$ cat config.mk
export PLATFORM = sky130hd
export DESIGN_NAME = hazard_scoreboard
export DESIGN_NICKNAME = d
export VERILOG_FILES = /design/src/rtl/hazard_scoreboard.sv
export SDC_FILE = /design/constraint.sdc
export NUM_CORES = 1
export LEC_CHECK = 0
export BUFFER_PORTS_ARGS = -buffer_cell sky130_fd_sc_hd__buf_2
export CAP_MARGIN = 10
export CORE_MARGIN = 5
export CORE_UTILIZATION = 25
export DETAILED_ROUTE_END_ITERATION = 10
export PLACE_DENSITY = 0.52
export SYNTH_ARGS = -nofsm -noshare
export SYNTH_HDL_FRONTEND = slang
export SYNTH_SLANG_ARGS = --single-unit
export TNS_END_PERCENT = 50
$ cat constraint.sdc
create_clock -name clk -period 2.8 [get_ports clk]
set_clock_uncertainty 0.05 [all_clocks]
set_input_delay 0.14 -clock clk [delete_from_list [all_inputs] [get_ports clk]]
set_output_delay 0.14 -clock clk [all_outputs]
set_load 0.01 [all_outputs]
$ cat src/rtl/hazard_scoreboard.sv
// hazard_scoreboard
// Tuse/Tnew hazard unit for the 5-stage F/D/E/M/W pipeline. It keeps a private
// E/M/W scoreboard that shadows the pipeline registers. From the D-stage
// decoder outputs it drives the stall signal and every forwarding select.
// Optional feature macro: HAZARD_MDU_EN. When defined, the unit tracks the
// busy window of a multi-cycle mult/div unit and stalls instructions that
// need the MDU idle. When undefined, md_busy is tied low and md_* inputs are
// ignored.
module hazard_scoreboard #(
    parameter int REG_AW     = 5,
    parameter int TNEW_W     = 2,
    parameter int MD_MUL_CYC = 5,
    parameter int MD_DIV_CYC = 10
) (
    input  logic              clk,
    input  logic              reset_n,
    input  logic [REG_AW-1:0] rs_d,
    input  logic [REG_AW-1:0] rt_d,
    input  logic              use_rs_d,
    input  logic              use_rt_d,
    input  logic [TNEW_W-1:0] tuse_rs_d,
    input  logic [TNEW_W-1:0] tuse_rt_d,
    input  logic [REG_AW-1:0] dst_d,
    input  logic [TNEW_W-1:0] tnew_d,
    input  logic              md_start_d,
    input  logic              md_div_d,
    input  logic              md_use_d,
    output logic              stall,
    output logic [1:0]        fwd_rs_d,
    output logic [1:0]        fwd_rt_d,
    output logic [1:0]        fwd_rs_e,
    output logic [1:0]        fwd_rt_e,
    output logic              fwd_rt_m,
    output logic              md_busy
);

    typedef struct packed {
        logic [REG_AW-1:0] dst;
        logic [TNEW_W-1:0] tnew;
        logic [REG_AW-1:0] rs;
        logic [REG_AW-1:0] rt;
        logic              use_rs;
        logic              use_rt;
    } entry_t;

    entry_t d_entry;
    entry_t e_entry;
    entry_t m_entry;
    entry_t w_entry;
    logic   md_stall;
    logic   data_stall;

    // Saturating decrement: a result that already exists stays at tnew 0.
    function automatic logic [TNEW_W-1:0] sat_dec(input logic [TNEW_W-1:0] t);
        return (t == '0) ? '0 : t - TNEW_W'(1);
    endfunction

    // A source must wait when its producer still needs more cycles than the
    // consumer can afford to wait.
    function automatic logic raw_stall(
        input logic [REG_AW-1:0] src,
        input logic              use_src,
        input logic [TNEW_W-1:0] tuse,
        input entry_t            x
    );
        return use_src && (x.dst != '0) && (src == x.dst) && (x.tnew > tuse);
    endfunction

    // D-stage select: the youngest matching stage wins. A match that is not yet
    // ready yields 0, because older stages hold a stale copy of the register.
    function automatic logic [1:0] fwd_d_sel(
        input logic [REG_AW-1:0] src,
        input logic              use_src,
        input entry_t            e,
        input entry_t            m,
        input entry_t            w
    );
        logic [1:0] sel;
        sel = 2'd0;
        if (use_src && (src != '0)) begin
            if (e.dst == src)
                sel = (e.tnew == '0) ? 2'd1 : 2'd0;
            else if (m.dst == src)
                sel = (m.tnew == '0) ? 2'd2 : 2'd0;
            else if (w.dst == src)
                sel = 2'd3;
        end
        return sel;
    endfunction

    // E-stage select over the M and W producers, with the same youngest-wins rule.
    function automatic logic [1:0] fwd_e_sel(
        input logic [REG_AW-1:0] src,
        input logic              use_src,
        input entry_t            m,
        input entry_t            w
    );
        logic [1:0] sel;
        sel = 2'd0;
        if (use_src && (src != '0)) begin
            if (m.dst == src)
                sel = (m.tnew == '0) ? 2'd1 : 2'd0;
            else if (w.dst == src)
                sel = 2'd2;
        end
        return sel;
    endfunction

    assign d_entry = '{dst: dst_d, tnew: tnew_d, rs: rs_d, rt: rt_d,
                       use_rs: use_rs_d, use_rt: use_rt_d};

    // Advance the scoreboard in lockstep with the pipeline; a stall injects a bubble into E.
    always_ff @(posedge clk or negedge reset_n) begin
        if (!reset_n) begin
            e_entry <= '0;
            m_entry <= '0;
            w_entry <= '0;
        end else begin
            w_entry      <= m_entry;
            w_entry.tnew <= '0;
            m_entry      <= e_entry;
            m_entry.tnew <= sat_dec(e_entry.tnew);
            if (stall)
                e_entry <= '0;
            else
                e_entry <= d_entry;
        end
    end

    // Data-hazard stall: only the E and M stages can still be producing a value.
    always_comb begin
        data_stall = raw_stall(rs_d, use_rs_d, tuse_rs_d, e_entry)
                   | raw_stall(rt_d, use_rt_d, tuse_rt_d, e_entry)
                   | raw_stall(rs_d, use_rs_d, tuse_rs_d, m_entry)
                   | raw_stall(rt_d, use_rt_d, tuse_rt_d, m_entry);
        stall = data_stall | md_stall;
    end

    // Forwarding selects for the D, E and M consumers.
    always_comb begin
        fwd_rs_d = fwd_d_sel(rs_d, use_rs_d, e_entry, m_entry, w_entry);
        fwd_rt_d = fwd_d_sel(rt_d, use_rt_d, e_entry, m_entry, w_entry);
        fwd_rs_e = fwd_e_sel(e_entry.rs, e_entry.use_rs, m_entry, w_entry);
        fwd_rt_e = fwd_e_sel(e_entry.rt, e_entry.use_rt, m_entry, w_entry);
        fwd_rt_m = m_entry.use_rt && (m_entry.rt != '0) && (w_entry.dst == m_entry.rt);
    end

    // The M source fields and the W use/source fields feed no consumer.
    logic unused_entry_bits;
    assign unused_entry_bits = ^{m_entry.rs, m_entry.use_rs, w_entry.rs, w_entry.rt,
                                 w_entry.use_rs, w_entry.use_rt, w_entry.tnew};

`ifdef HAZARD_MDU_EN
    localparam int CNT_W = $clog2(MD_DIV_CYC + 1);

    logic [CNT_W-1:0] cnt;
    logic             e_md_start;
    logic             e_md_div;

    // Remember whether the instruction now in E launched a mult/div.
    always_ff @(posedge clk or negedge reset_n) begin
        if (!reset_n) begin
            e_md_start <= 1'b0;
            e_md_div   <= 1'b0;
        end else begin
            e_md_start <= !stall && md_start_d;
            e_md_div   <= !stall && md_div_d;
        end
    end

    // Busy counter loads as the mult/div leaves E, then counts down to idle.
    always_ff @(posedge clk or negedge reset_n) begin
        if (!reset_n)
            cnt <= '0;
        else if (e_md_start)
            cnt <= e_md_div ? CNT_W'(MD_DIV_CYC) : CNT_W'(MD_MUL_CYC);
        else if (cnt != '0)
            cnt <= cnt - CNT_W'(1);
    end

    assign md_busy  = (cnt != '0);
    assign md_stall = md_use_d && (md_busy || e_md_start);
`else
    localparam int unused_md_cyc = MD_MUL_CYC + MD_DIV_CYC;

    logic unused_md_inputs;
    assign unused_md_inputs = ^{md_start_d, md_div_d, md_use_d};
    assign md_busy          = 1'b0;
    assign md_stall         = 1'b0;
`endif

endmodule

* Word-level counts from Yosys, hierarchy flattened
Index checks and enable logic that the tools add are counted.
** Word-level totals
- Register bits after elaboration :: 37
- Output and inout port bits :: 11
- Logic and storage cells :: 80
** Cells by class
- Bitwise logic cells :: 3
- Magnitude comparators :: 4
- Reductions and logical operators :: 27
- Equal/unequal tests :: 15
- Multiplexer cells :: 19
- Add/subtract/negate cells :: 1
** Operator list (count)
- 5-bit == test :: 15
- 5-bit nonzero test :: 7
- 2-bit two-way mux :: 16
- 19-bit two-way mux :: 1
- 1-bit logical AND :: 18
- 2-bit greater-than comparator :: 4
- 2-bit logical NOT :: 2
- 1-bit OR :: 3
- 1-bit two-way mux :: 2
- 2-bit by 1-bit subtractor with 2-bit output, second input constant :: 1

* Logic depth before layout (Yosys ltp)
Gate-level depths: netlist of the first run.
- Word-level depth :: 8
- Depth in mapped cells :: 8

* Worst setup path after synthesis of the first run
OpenSTA, ideal clock, no wires.
- Kind :: reg-to-output
- From :: reg m_entry[15] in the netlist's numbering
- To :: out stall
- Data required time :: 2.610 ns
- Path buffers :: 2
- Setup slack :: 0.914 ns
- Cell stages (with the launch flop) :: 7
- Data arrival time :: 1.696 ns
- Path through :: dfrtp_1 -> buf_6 -> or4_4 -> nor2_4 -> nor3_1 -> buf_6 -> or3_1
** Between the ends
- Longest elaborated chain between the ends :: 6
- Elaborated cells on any way between the ends :: 11
- Classes of those cells :: eq/ne (2); bitwise (2); reduce/logical (7)
** Ends and longest elaborated chain
- start: declaration :: RTL line 48 : entry_t m_entry;
- start signal: assignment :: RTL line 121 : m_entry <= e_entry;
- 5-bit nonzero test :: RTL line 66 : return use_src && (x.dst != '0) && (src == x.dst) && (x.tnew > tuse);
- 1-bit logical AND (3 in a row) :: RTL line 66
- 1-bit OR :: RTL line 134 : | raw_stall(rs_d, use_rs_d, tuse_rs_d, m_entry)
- 1-bit OR * :: RTL line 135 : | raw_stall(rt_d, use_rt_d, tuse_rt_d, m_entry);
- end: declaration :: RTL line 28 : output logic stall,
Mark *: on every way between the ends. The rest lies on a longest branch, timed or not.

* Worst setup path in the final report of the first run
- From :: reg e_entry[13] in the netlist's numbering
- To :: out stall
** Between the ends
- Longest elaborated chain between the ends :: 5
- Elaborated cells on any way between the ends :: 7
- Classes of those cells :: order compare (2); bitwise (3); reduce/logical (2)
** Ends and longest elaborated chain
- start: declaration :: RTL line 47 : entry_t e_entry;
- start signal: assignment :: RTL line 126 : e_entry <= d_entry;
- 2-bit greater-than comparator :: RTL line 66
- 1-bit logical AND :: RTL line 66
- 1-bit OR * :: RTL line 133 : | raw_stall(rt_d, use_rt_d, tuse_rt_d, e_entry)
- 1-bit OR * :: RTL line 134
- 1-bit OR * :: RTL line 135
Marked as above.

==> results of run 1 <==
-- cells in the final DEF (no fill, tap or decap), types with 2 or more instances in the layout --
master	Yosys	final
a211o_1	2	2
nor3_2	0	2
buf_4	1	4
a211oi_1	2	2
ha_1	8	8
a21oi_1	3	3
nand3_1	6	6
o21ai_0	4	4
nor3_1	12	10
or4_1	2	2
nor2_1	7	7
nor4_1	25	25
nand4_1	2	2
inv_1	25	25
xor2_1	35	35
nand2_1	9	9
o2111ai_1	2	2
buf_2	4	34
nor2b_1	3	3
mux2i_1	2	2
dfrtp_1	37	37
xnor2_1	19	19
a31oi_1	2	2
clkbuf_8	0	6
nor3b_1	2	2
-- cells in the mapped netlist, types with 2 or more instances --
cell type and instances:
a211o_1 2, a211oi_1 2, a21oi_1 3, a31oi_1 2, buf_2 4, buf_6 2
clkbuf_1 10, dfrtp_1 37, ha_1 8, inv_1 25, mux2i_1 2, nand2_1 9
nand3_1 6, nand4_1 2, nor2_1 7, nor2b_1 3, nor3_1 12, nor3b_1 2
nor4_1 25, o2111ai_1 2, o21ai_0 4, or4_1 2, xnor2_1 19, xor2_1 35
-- stage by stage --
stage	total power (uW)	std cells	setup WS, ns
2_1_floorplan	769	233	0.914
3_3_place_gp	844	362	0.672
5_1_grt	1380	371	0.211
4_1_cts	1340	371	0.354
6_report	1310	371	0.393
3_5_place_dp	849	362	0.629
-- cells by family after synthesis --
group | after synthesis | share of synthesized area, %
and+or+nand+nor | 73 | 18.5
muxes | 2 | 0.903
other | 1 | 0.169
xor gates and xnor gates | 54 | 21.3
AOI/OAI and AO/OA | 16 | 4.68
buffers and inverters | 42 | 8.18
DFF | 37 | 41.8
adders and majority gates | 8 | 4.51
-- registers in the layout, summed over array words and instances, names as in the netlist --
register  count
e_entry      19
w_entry       5
m_entry      13
-- how the worst min path moves through the flow --
| stage | startpoint | end | slack (ns) | cells past startpoint |
|---|---|---|---|---|
| floorplan | reset_n | e_entry[0] | -0.21 | 0 |
| global placement | reset_n | e_entry[7] | 0.22 | 1 |
| CTS | dst_d[2] | e_entry[16] | 0.004 | 3 |
| detailed placement | reset_n | e_entry[11] | 0.24 | 1 |
| global route | dst_d[1] | e_entry[15] | 0.02 | 3 |
| finish | dst_d[2] | e_entry[16] | 0.01 | 3 |
-- where the power goes --
part | switching [uW] | internal [uW]
combinational | 106 | 102
sequential | 59.4 | 570
clock | 186 | 289
total | 351 | 961
-- worst min-delay path, stage by stage --
cell and delay [ns]:
buf_2 0.09, inv_1 0.04, nor4_1 0.04
-- area by class of cell --
type / count / share of cell area [%]
Clock inverter: 2 / 1.44
Inverter: 25 / 3.60
Sequential cell: 37 / 35.5
Multi-Input combinational cell: 154 / 43.0
Timing Repair Buffer: 39 / 8.07
Tap cell: 108 / 5.19
Clock buffer: 6 / 3.17
-- routing by layer --
layer	vias up	routed length (um)	GRT usage, %
met5	-	0	0
met4	0	110	3.24
met1	818	2550	13.7
li1	835	-	-
met3	10	195	2.42
met2	27	2700	17.8
==> key figures, run 1 <==
Power and ir drop
  – Max rail drop VDD: approximately 0.25 mV
  – PD cells: 504 mW/mm^2
  – Leak: roughly 0.0012 uW

Critical path
  – Highest-delay cell along the critical path: dfrtp_1
  – Top delay family on crit path: simple AND/OR/NAND/NOR gates
  – Largest stage delay on the critical path: 0.44 ns
  – Worst Setup EP: stall
  – CP max FO: 9
  – FF-to-FF setup slack: a little under 0.6 ns
  – Reg2reg path depth: 6
  – Worst Setup End Kind: output pin
  – Buf/Inv on CP: 1
  – Required time of the critical path: 2.61 ns
  – Critical path data arrival time: approximately 2.2 ns
  – Critical Path Stages: 6
  – Reg2reg start: e_entry[13]
  – Critical path class: register to output pin
  – Crit Reg-Reg Endpoint: e_entry[1]
  – Crit path launch type: register
  – Crit path cell chain: ha_1 -> nor2b_1 -> o2111ai_1 -> o22ai_1 -> or3_1 -> buf_2
  – CP startpoint: e_entry[13]

Cells and area
  – Register Area: approximately 930 sq um
  – Post-route cell area: approximately 0.0026 sq mm
  – Final net count: about 300
  – Final core utilization: around 30%
  – Area of the multi-input gates: 0.00112 sq mm
  – Fraction of layout cells with a size suffix above 1: 19.0%
  – Layout fillers: approximately 940
  – Layout area overhead: 17.5%
  – ANT cells: 0

Yosys
  – Post-Synthesis Cells: about 230
  – Seq/Total Area, Yosys: around two fifths
  – Ranking of synthesized cells by area: dfrtp_1, xor2_1, xnor2_1, nor4_1, ha_1
  – FF+latch count, synth: 37
  – Largest area contributor in the netlist: dfrtp_1
  – Synth cell types: 32
  – Syn nets: ~270
  – Syn avg cell area: around 9.5 sq um
  – Yosys warns: 0
  – Share of synthesized registers carrying an async set or reset: 100%
  – Post-synth top area share: between 40% and 50%
  – Post-synth top flop: dfrtp_1
  – Post-synth EDFFs: 0
  – Synth Cell Area: about 0.0022 sq mm

Routing
  – Drt first pass iters: 4
  – DR WL/cell: between 10 and 15 um
  – Final antenna-violating net count: 0
  – DRT iter0 DRCs: 64
  – Vias per std cell: 4.56
  – Vias: between 1,500 and 2,000
  – Post-Route WL: 5560 um
  – DRC Markers: 0

Timing
  – Fin crit share: ~86%
  – Fin Setup TNS: 0 ns
  – Normalized max-slew margin: between 40% and 50%
  – RSZ-0062 raised after global routing: no
  – Final setup violation count: 0
  – Max Fclk: slightly above 400 MHz
  – Final Max Tran Viols: 0
  – Worst-Margin Slew: around 0.82 ns
  – Hold_ws: just over 0.01 ns
  – Crit path time final: between 2 and 2.5 ns
  – Final hold vios: 0

Clock tree
  – Clock transition at path regs: around 0.070 ns
  – Cts repair resizes: 0
  – Latest clock arrival within the worst-skew pair: between 0.2 and 0.3 ns
  – CTS buffer count: 5
  – Htree depth: 2
  – Root buf cell: clkbuf_8
  – CTS max path bufs: 2
  – CTS tree: built
  – Hold Buf Count CTS: 1
  – CTS sink count: 37
  – Setup Fix Bufs, Post-CTS: 0

Placed design
  – Routability cong.: around 0.8
  – Placed Area: 0.00247 sq mm
  – Post-DP HPWL: roughly 4400 um
  – Port bufs: 34

Floorplanning
  – I/O pins: 39
  – Core region area: a little under 0.009 sq mm
  – Die area: approximately 0.011 sq mm
  – Die Ht: about 100 um
  – Starting Density: approximately 26%
  – Std-Cell Rows: 34
  – Die W: 104 um

Global route
  – Vias in the first global route: approximately 1,800
  – GRT Residual Overflow: 0
  – Largest net degree at the start of global routing: 38
  – Total track usage: a little over a tenth
  – First-pass GRT wire length: 9320 um
  – Initial antenna violation count: 0

Min path
  – Hold/Removal Path Class: primary input to register

Run
  – MaxCap Viol Count: 0

Outcome
  – Outcome: completed
No activity file was read; power rests on OpenSTA's default activity.
==> inputs of run 2 (changes only) <==
--- a/config.mk
+++ b/config.mk
@@ -9,6 +9,7 @@
 export CAP_MARGIN = 10
 export CORE_MARGIN = 5
 export CORE_UTILIZATION = 25
+export CTS_BUF_LIST = sky130_fd_sc_hd__clkbuf_16
 export DETAILED_ROUTE_END_ITERATION = 10
 export PLACE_DENSITY = 0.52
 export SYNTH_ARGS = -nofsm -noshare
==> run 2 against run 1 <==
Net effect:
- count of clock-buffer cells in the layout decreased by 1
- non-clock buffer count unchanged
- wire length increased by 1.2%
- via count decreased by 1.2%
- setup slack improved by 0.015 ns
- critical endpoint unchanged
==> key figures, run 2 (synthesis gave the netlist of run 1 again) <==
Outcome
  – Outcome: completed

Power and ir drop
  – PD cells: 552 mW/mm^2 (+9.5%)
  – Total Power: 1460 uW (+11%)
  – Leak: 0.00121 uW (+1.7%)
  – Max rail drop VDD: 0.252 mV (+0.41%)

Critical path
  – Reg2reg start: e_entry[13]
  – Crit path cell chain: ha_1 -> nor2b_1 -> o2111ai_1 -> o22ai_1 -> or3_1 -> buf_2
  – Required time of the critical path: 2.61 ns (about the same)
  – Crit path launch type: register
  – Buf/Inv on CP: 1 (unchanged)
  – CP max FO: 9 (unchanged)
  – FF-to-FF setup slack: 0.59 ns (about the same)
  – Reg2reg path depth: 6 (unchanged)
  – Critical path data arrival time: 2.20 ns (-0.02 ns)
  – Largest stage delay on the critical path: 0.43 ns (about the same)
  – Top delay family on crit path: simple AND/OR/NAND/NOR gates
  – Worst Setup End Kind: output pin
  – Crit Reg-Reg Endpoint: e_entry[1]
  – Highest-delay cell along the critical path: dfrtp_1
  – Critical path class: register to output pin

Clock tree
  – CTS max path bufs: 2 (unchanged)
  – CTS tree: built
  – Latest clock arrival within the worst-skew pair: 0.28 ns (about the same)
  – Setup Fix Bufs, Post-CTS: 0 (unchanged)
  – Clock transition at path regs: 0.06 ns (about the same)
  – CTS buffer count: 5 (unchanged)
  – Root buf cell: clkbuf_16
  – Hold Buf Count CTS: 1 (unchanged)
  – Htree depth: 2 (unchanged)
  – Cts repair resizes: 0 (unchanged)
  – CTS sink count: 37 (unchanged)

Min path
  – Hold Path Sink: e_entry[16]
  – Hold Crit Depth: 3 (unchanged)
  – Hold Startpoint: dst_d[2]
  – Hold/Removal Path Class: primary input to register

Cells and area
  – Most frequent cells in the layout: dfrtp_1, xor2_1, buf_2
  – Fraction of layout cells with a size suffix above 1: 18.6% (-0.38 points)
  – Largest Register: e_entry
  – Most common cell after layout, fill and taps aside: dfrtp_1
  – ANT cells: 0 (unchanged)
  – Layout area overhead: 19.6%
  – Layout fillers: 941 (-0.32%)
  – Final net count: 298 (unchanged)
  – Largest regs: e_entry: 19 flops, m_entry: 13 flops, w_entry: 5 flops
  – Max reg flops: 19 (unchanged)

Timing
  – Fin Setup TNS: 0 ns (unchanged)
  – Final setup violation count: 0 (unchanged)
  – Normalized max-slew margin: 45.7% (+0.36 points)
  – Max Fclk: 418 MHz (+0.62%)
  – Fin crit share: 85.4% (-0.53 points)
  – Crit path time final: 2.39 ns (-0.0147 ns)
  – Final Max Tran Viols: 0 (unchanged)
  – RSZ-0062 raised after global routing: no
  – Final hold vios: 0 (unchanged)
  – Worst-Margin Slew: 0.814 ns (-0.00546 ns)

Floorplanning
  – Std-Cell Rows: 34 (unchanged)
  – I/O pins: 39 (unchanged)
  – Die Ht: 104 um (unchanged)
  – Core region area: 0.00868 sq mm (unchanged)
  – Starting Density: 25.5% (unchanged)
  – Die W: 104 um (unchanged)
  – Die area: 0.0109 sq mm (unchanged)

Placed design
  – Routability cong.: 0.818 (unchanged)
  – Port bufs: 34 (unchanged)
  – Post-DP HPWL: 4360 um (unchanged)

Routing
  – DRT iter0 DRCs: 44 (-31%)
  – Post-Route WL: 5630 um (+1.2%)
  – DRC Markers: 0 (unchanged)
  – Drt first pass iters: 4 (unchanged)
  – Vias: 1,670 (-1.2%)
  – Final antenna-violating net count: 0 (unchanged)
  – DR WL/cell: 15.2 um (+1.2%)
  – Vias per std cell: 4.50 (-1.2%)

Global route
  – GRT Residual Overflow: 0 (unchanged)
  – Total track usage: 10.9% (+0.21 points)
  – First-pass GRT wire length: 9360 um (+0.45%)
  – Initial antenna violation count: 0 (unchanged)
  – Largest net degree at the start of global routing: 38 (unchanged)
  – Vias in the first global route: 1,760 (+0.34%)

Run
  – MaxCap Viol Count: 0 (unchanged)
## run 2: cell count changes in the layout (fill, tap and decap cells not counted), sizes merged
cell	previous run	this run
clkbuf	6	5
clkinv	0	1
## run 2: layer usage
metal  part of all wire [%]  track usage, %
met5                      0               0
met1                     45            13.6
met2                     50            18.4
met3                    3.8            2.79
met4                    1.6            3.42
## run 2: how the worst max path moves through the flow
stage / start / to / slack, ns / cells past startpoint
after floorplan: m_entry[15] / stall / 0.91 / 6
after global placement: e_entry[13] / e_entry[1] / 0.67 / 6
after detailed placement: e_entry[13] / e_entry[1] / 0.63 / 6
after CTS: e_entry[13] / stall / 0.37 / 6
after global routing: e_entry[13] / stall / 0.23 / 6
final: e_entry[13] / stall / 0.41 / 6
## run 2: worst min-delay path: stages
cell and delay, ns:
buf_2 0.09, inv_1 0.04, nor4_1 0.04
## run 2: layout make-up
class / count / area (sq um) / area share, %
Clock inverter: 3 / 41.3 / 1.56
Clock buffer: 5 / 125 / 4.72
Sequential cell: 37 / 926 / 34.9
Inverter: 25 / 93.8 / 3.54
Timing Repair Buffer: 39 / 210 / 7.93
Tap cell: 108 / 135 / 5.10
Multi-Input combinational cell: 154 / 1120 / 42.2
## run 2: power by group
part | switching [uW] | internal (uW) | total [uW] | leakage, uW
registers | 59.6 | 571 | 630 | 0.000436
logic | 106 | 102 | 208 | 0.000701
clock network | 208 | 416 | 625 | 0.0000775
## run 2: per-stage QoR
step	cells	worst slack, ns	util [%]	hold slack, ns	cell area, sq um
4_1_cts	371	0.374	30.6	0.0210	2650
6_report	371	0.408	30.6	0.0225	2650
3_3_place_gp	362	0.672	28.5	0.223	2470
2_1_floorplan	233	0.914	-	-0.206	2220
5_1_grt	371	0.229	30.6	0.0335	2650
3_5_place_dp	362	0.629	28.5	0.236	2470
==> inputs of run 3 (changes only) <==
--- a/config.mk
+++ b/config.mk
@@ -7,7 +7,7 @@
 export LEC_CHECK = 0
 export BUFFER_PORTS_ARGS = -buffer_cell sky130_fd_sc_hd__buf_2
 export CAP_MARGIN = 10
-export CORE_MARGIN = 5
+export CORE_MARGIN = 4
 export CORE_UTILIZATION = 25
 export CTS_BUF_LIST = sky130_fd_sc_hd__clkbuf_16
 export DETAILED_ROUTE_END_ITERATION = 10
==> run 3 against run 2 <==
Net effect:
- clock power down 20%
- cell area down 1.3%
- count of clock-buffer cells in the layout did not move
- wire length fell by 1.5%
- sequential share of layout area is 0.45 points higher
- utilization is 0.39 points lower
- non-clock buffer count unchanged
- critical path type unchanged
- maximum frequency shrank 1.4%
==> key figures, run 3 (synthesis gave the netlist of run 1 again) <==
Outcome
  – Outcome: completed

Critical path
  – Crit path cell chain: or4_4 -> nor2_4 -> nor3_2 -> buf_4 -> or3_1 -> buf_2
  – Worst Setup End Kind: output pin
  – Critical path class: register to output pin
  – Required time of the critical path: 2.61 ns (about the same)
  – Critical path data arrival time: 2.24 ns (+0.04 ns)
  – Highest-delay cell along the critical path: or4_4
  – CP max FO: 20 (+11)
  – Largest stage delay on the critical path: 0.59 ns (+0.16 ns)
  – Crit path launch type: register

Power and ir drop
  – Internal Power: 990 uW (-9.0%)
  – Comb pwr share: 15.5% (+1.3 points)
  – Psw: 349 uW (-6.7%)
  – Leak: 0.00120 uW (-0.74%)
  – PD cells: 512 mW/mm^2 (-7.2%)
  – Flop pwr share: 47.1% (+4.0 points)
  – Max rail drop VDD: 0.208 mV (-17%)
  – Clock group share of total power: 37.4% (-5.3 points)
  – Sw Ratio: 26.1% (+0.49 points)

Timing
  – RSZ-0062 raised after global routing: no
  – Final hold vios: 0 (unchanged)
  – Crit path time final: 2.43 ns (+0.0333 ns)
  – Worst-Margin Slew: 0.814 ns (-0.000380 ns)
  – Fin Setup TNS: 0 ns (unchanged)
  – Fin crit share: 86.6% (+1.2 points)
  – Final setup violation count: 0 (unchanged)
  – Max Fclk: 412 MHz (-1.4%)
  – Normalized max-slew margin: 45.7% (about the same)
  – Final Max Tran Viols: 0 (unchanged)

Global route
  – Met2 usage: 18.9% (+0.59 points)
  – Vias in the first global route: 1,800 (+2.3%)
  – Largest net degree at the start of global routing: 38 (unchanged)
  – Total track usage: 11.6% (+0.72 points)
  – Met3 GRT Util: 2.32% (-0.47 points)
  – Met1 usage: 15.2% (+1.6 points)
  – First-pass GRT wire length: 9350 um (-0.15%)
  – Initial antenna violation count: 0 (unchanged)
  – GRT Residual Overflow: 0 (unchanged)
  – Layer with the highest usage: met2

Routing
  – Vias: 1,646 (-1.4%)
  – Drt first pass iters: 6 (+2)
  – Vias per std cell: 4.45 (-1.2%)
  – DRT iter0 DRCs: 62 (+41%)
  – Post-Route WL: 5550 um (-1.5%)
  – Final antenna-violating net count: 0 (unchanged)
  – DR WL/cell: 15.0 um (-1.2%)
  – DRC Markers: 0 (unchanged)

Cells and area
  – Most common cell after layout, fill and taps aside: dfrtp_1
  – Non-Filler Instances: 370 (-0.27%)
  – Fraction of layout cells with a size suffix above 1: 17.9% (-0.69 points)
  – Layout area overhead: 18.1%
  – Max reg flops: 19 (unchanged)
  – Most frequent cells in the layout: dfrtp_1, xor2_1, buf_2
  – Layout fillers: 932 (-0.96%)
  – Final net count: 298 (unchanged)
  – ANT cells: 0 (unchanged)
  – Post-route cell area: 0.00262 sq mm (-1.3%)
  – Largest regs: e_entry: 19 flops, m_entry: 13 flops, w_entry: 5 flops
  – Largest Register: e_entry

Clock tree
  – CTS sink count: 37 (unchanged)
  – Latest clock arrival within the worst-skew pair: 0.27 ns (about the same)
  – Htree depth: 2 (unchanged)
  – Setup Fix Bufs, Post-CTS: 0 (unchanged)
  – CTS max path bufs: 2 (unchanged)
  – CTS tree: built
  – Root buf cell: clkbuf_16
  – CTS buffer count: 5 (unchanged)
  – Cts repair resizes: 0 (unchanged)
  – Clock transition at path regs: 0.05 ns (about the same)

Floorplanning
  – Die area: 0.0104 sq mm (-3.8%)
  – Die W: 102 um (-1.9%)
  – I/O pins: 39 (unchanged)
  – Core region area: 0.00868 sq mm (unchanged)
  – Die Ht: 102 um (-1.9%)
  – Std-Cell Rows: 34 (unchanged)
  – Starting Density: 25.5% (unchanged)

Placed design
  – Placed insts: 362 (unchanged)
  – Post-DP HPWL: 4280 um (-1.8%)
  – Routability cong.: 0.884 (+8.0%)
  – Port bufs: 34 (unchanged)
  – Placed Area: 0.00247 sq mm (unchanged)

Min path
  – Hold/Removal Path Class: primary input to register

Run
  – MaxCap Viol Count: 0 (unchanged)
[run 3: power groups by stage]
stage               logic, uW  registers (uW)  clock network [uW]
floorplan                 166             604                   0
global placement          203             641                   0
detailed placement        208             641                   0
CTS                       211             632                 515
global route              240             637                 538
finish                    208             631                 501
[run 3: repair_timing]
item                                    CTS  global route
hold buffers                              1             0
endpoints found under the setup margin    0             0
hold endpoints to repair                 37             0
[run 3: layout make-up]
| cell class | instances | area [sq um] | area share (%) |
|---|---|---|---|
| flip-flops and latches | 37 | 926 | 35.4 |
| multi-input cells | 154 | 1120 | 42.8 |
| clock inverters | 2 | 7.51 | 0.287 |
| inverters | 25 | 93.8 | 3.59 |
| clock buffers | 5 | 125 | 4.78 |
| repair buffers | 39 | 210 | 8.03 |
| well taps | 108 | 135 | 5.16 |
[run 3: through the flow]
step / hold WS (ns) / setup slack [ns] / utilization (%) / total power (uW)
after floorplan: -0.206 / 0.914 / - / 769
after global placement: 0.226 / 0.655 / 28.5 / 844
after detailed placement: 0.237 / 0.594 / 28.5 / 848
after CTS: 0.0255 / 0.352 / 30.2 / 1360
after global routing: 0.0274 / 0.119 / 30.2 / 1420
final: 0.0296 / 0.374 / 30.2 / 1340
[run 3: worst paths after layout]
| path | startpoint | end | slack, ns | depth (start not counted) |
|---|---|---|---|---|
| min in group asynchronous | reset_n | e_entry[10] | 0.46 | 2 |
| min | tnew_d[0] | e_entry[12] | 0.03 | 3 |
| max in group asynchronous | reset_n | m_entry[6] | 1.73 | 2 |
| max reg2reg | e_entry[13] | e_entry[1] | 0.59 | 6 |
| min reg2reg | e_entry[0] | m_entry[0] | 0.37 | 0 |
| max | m_entry[15] | stall | 0.37 | 6 |
[run 3: worst max-delay path: cells and delay by family (launching register included)]
kind	cells	cell delay, ns
simple gates	4	1.14
flops	1	0.47
buf+inv	2	0.35
[run 3: per-layer routing]
metal	wire length [um]	vias to the layer above	share of wire [%]
li1	-	839	-
met2	2700	28	49
met5	0	-	0
met3	168	14	3.0
met4	140	0	2.5
met1	2540	765	46
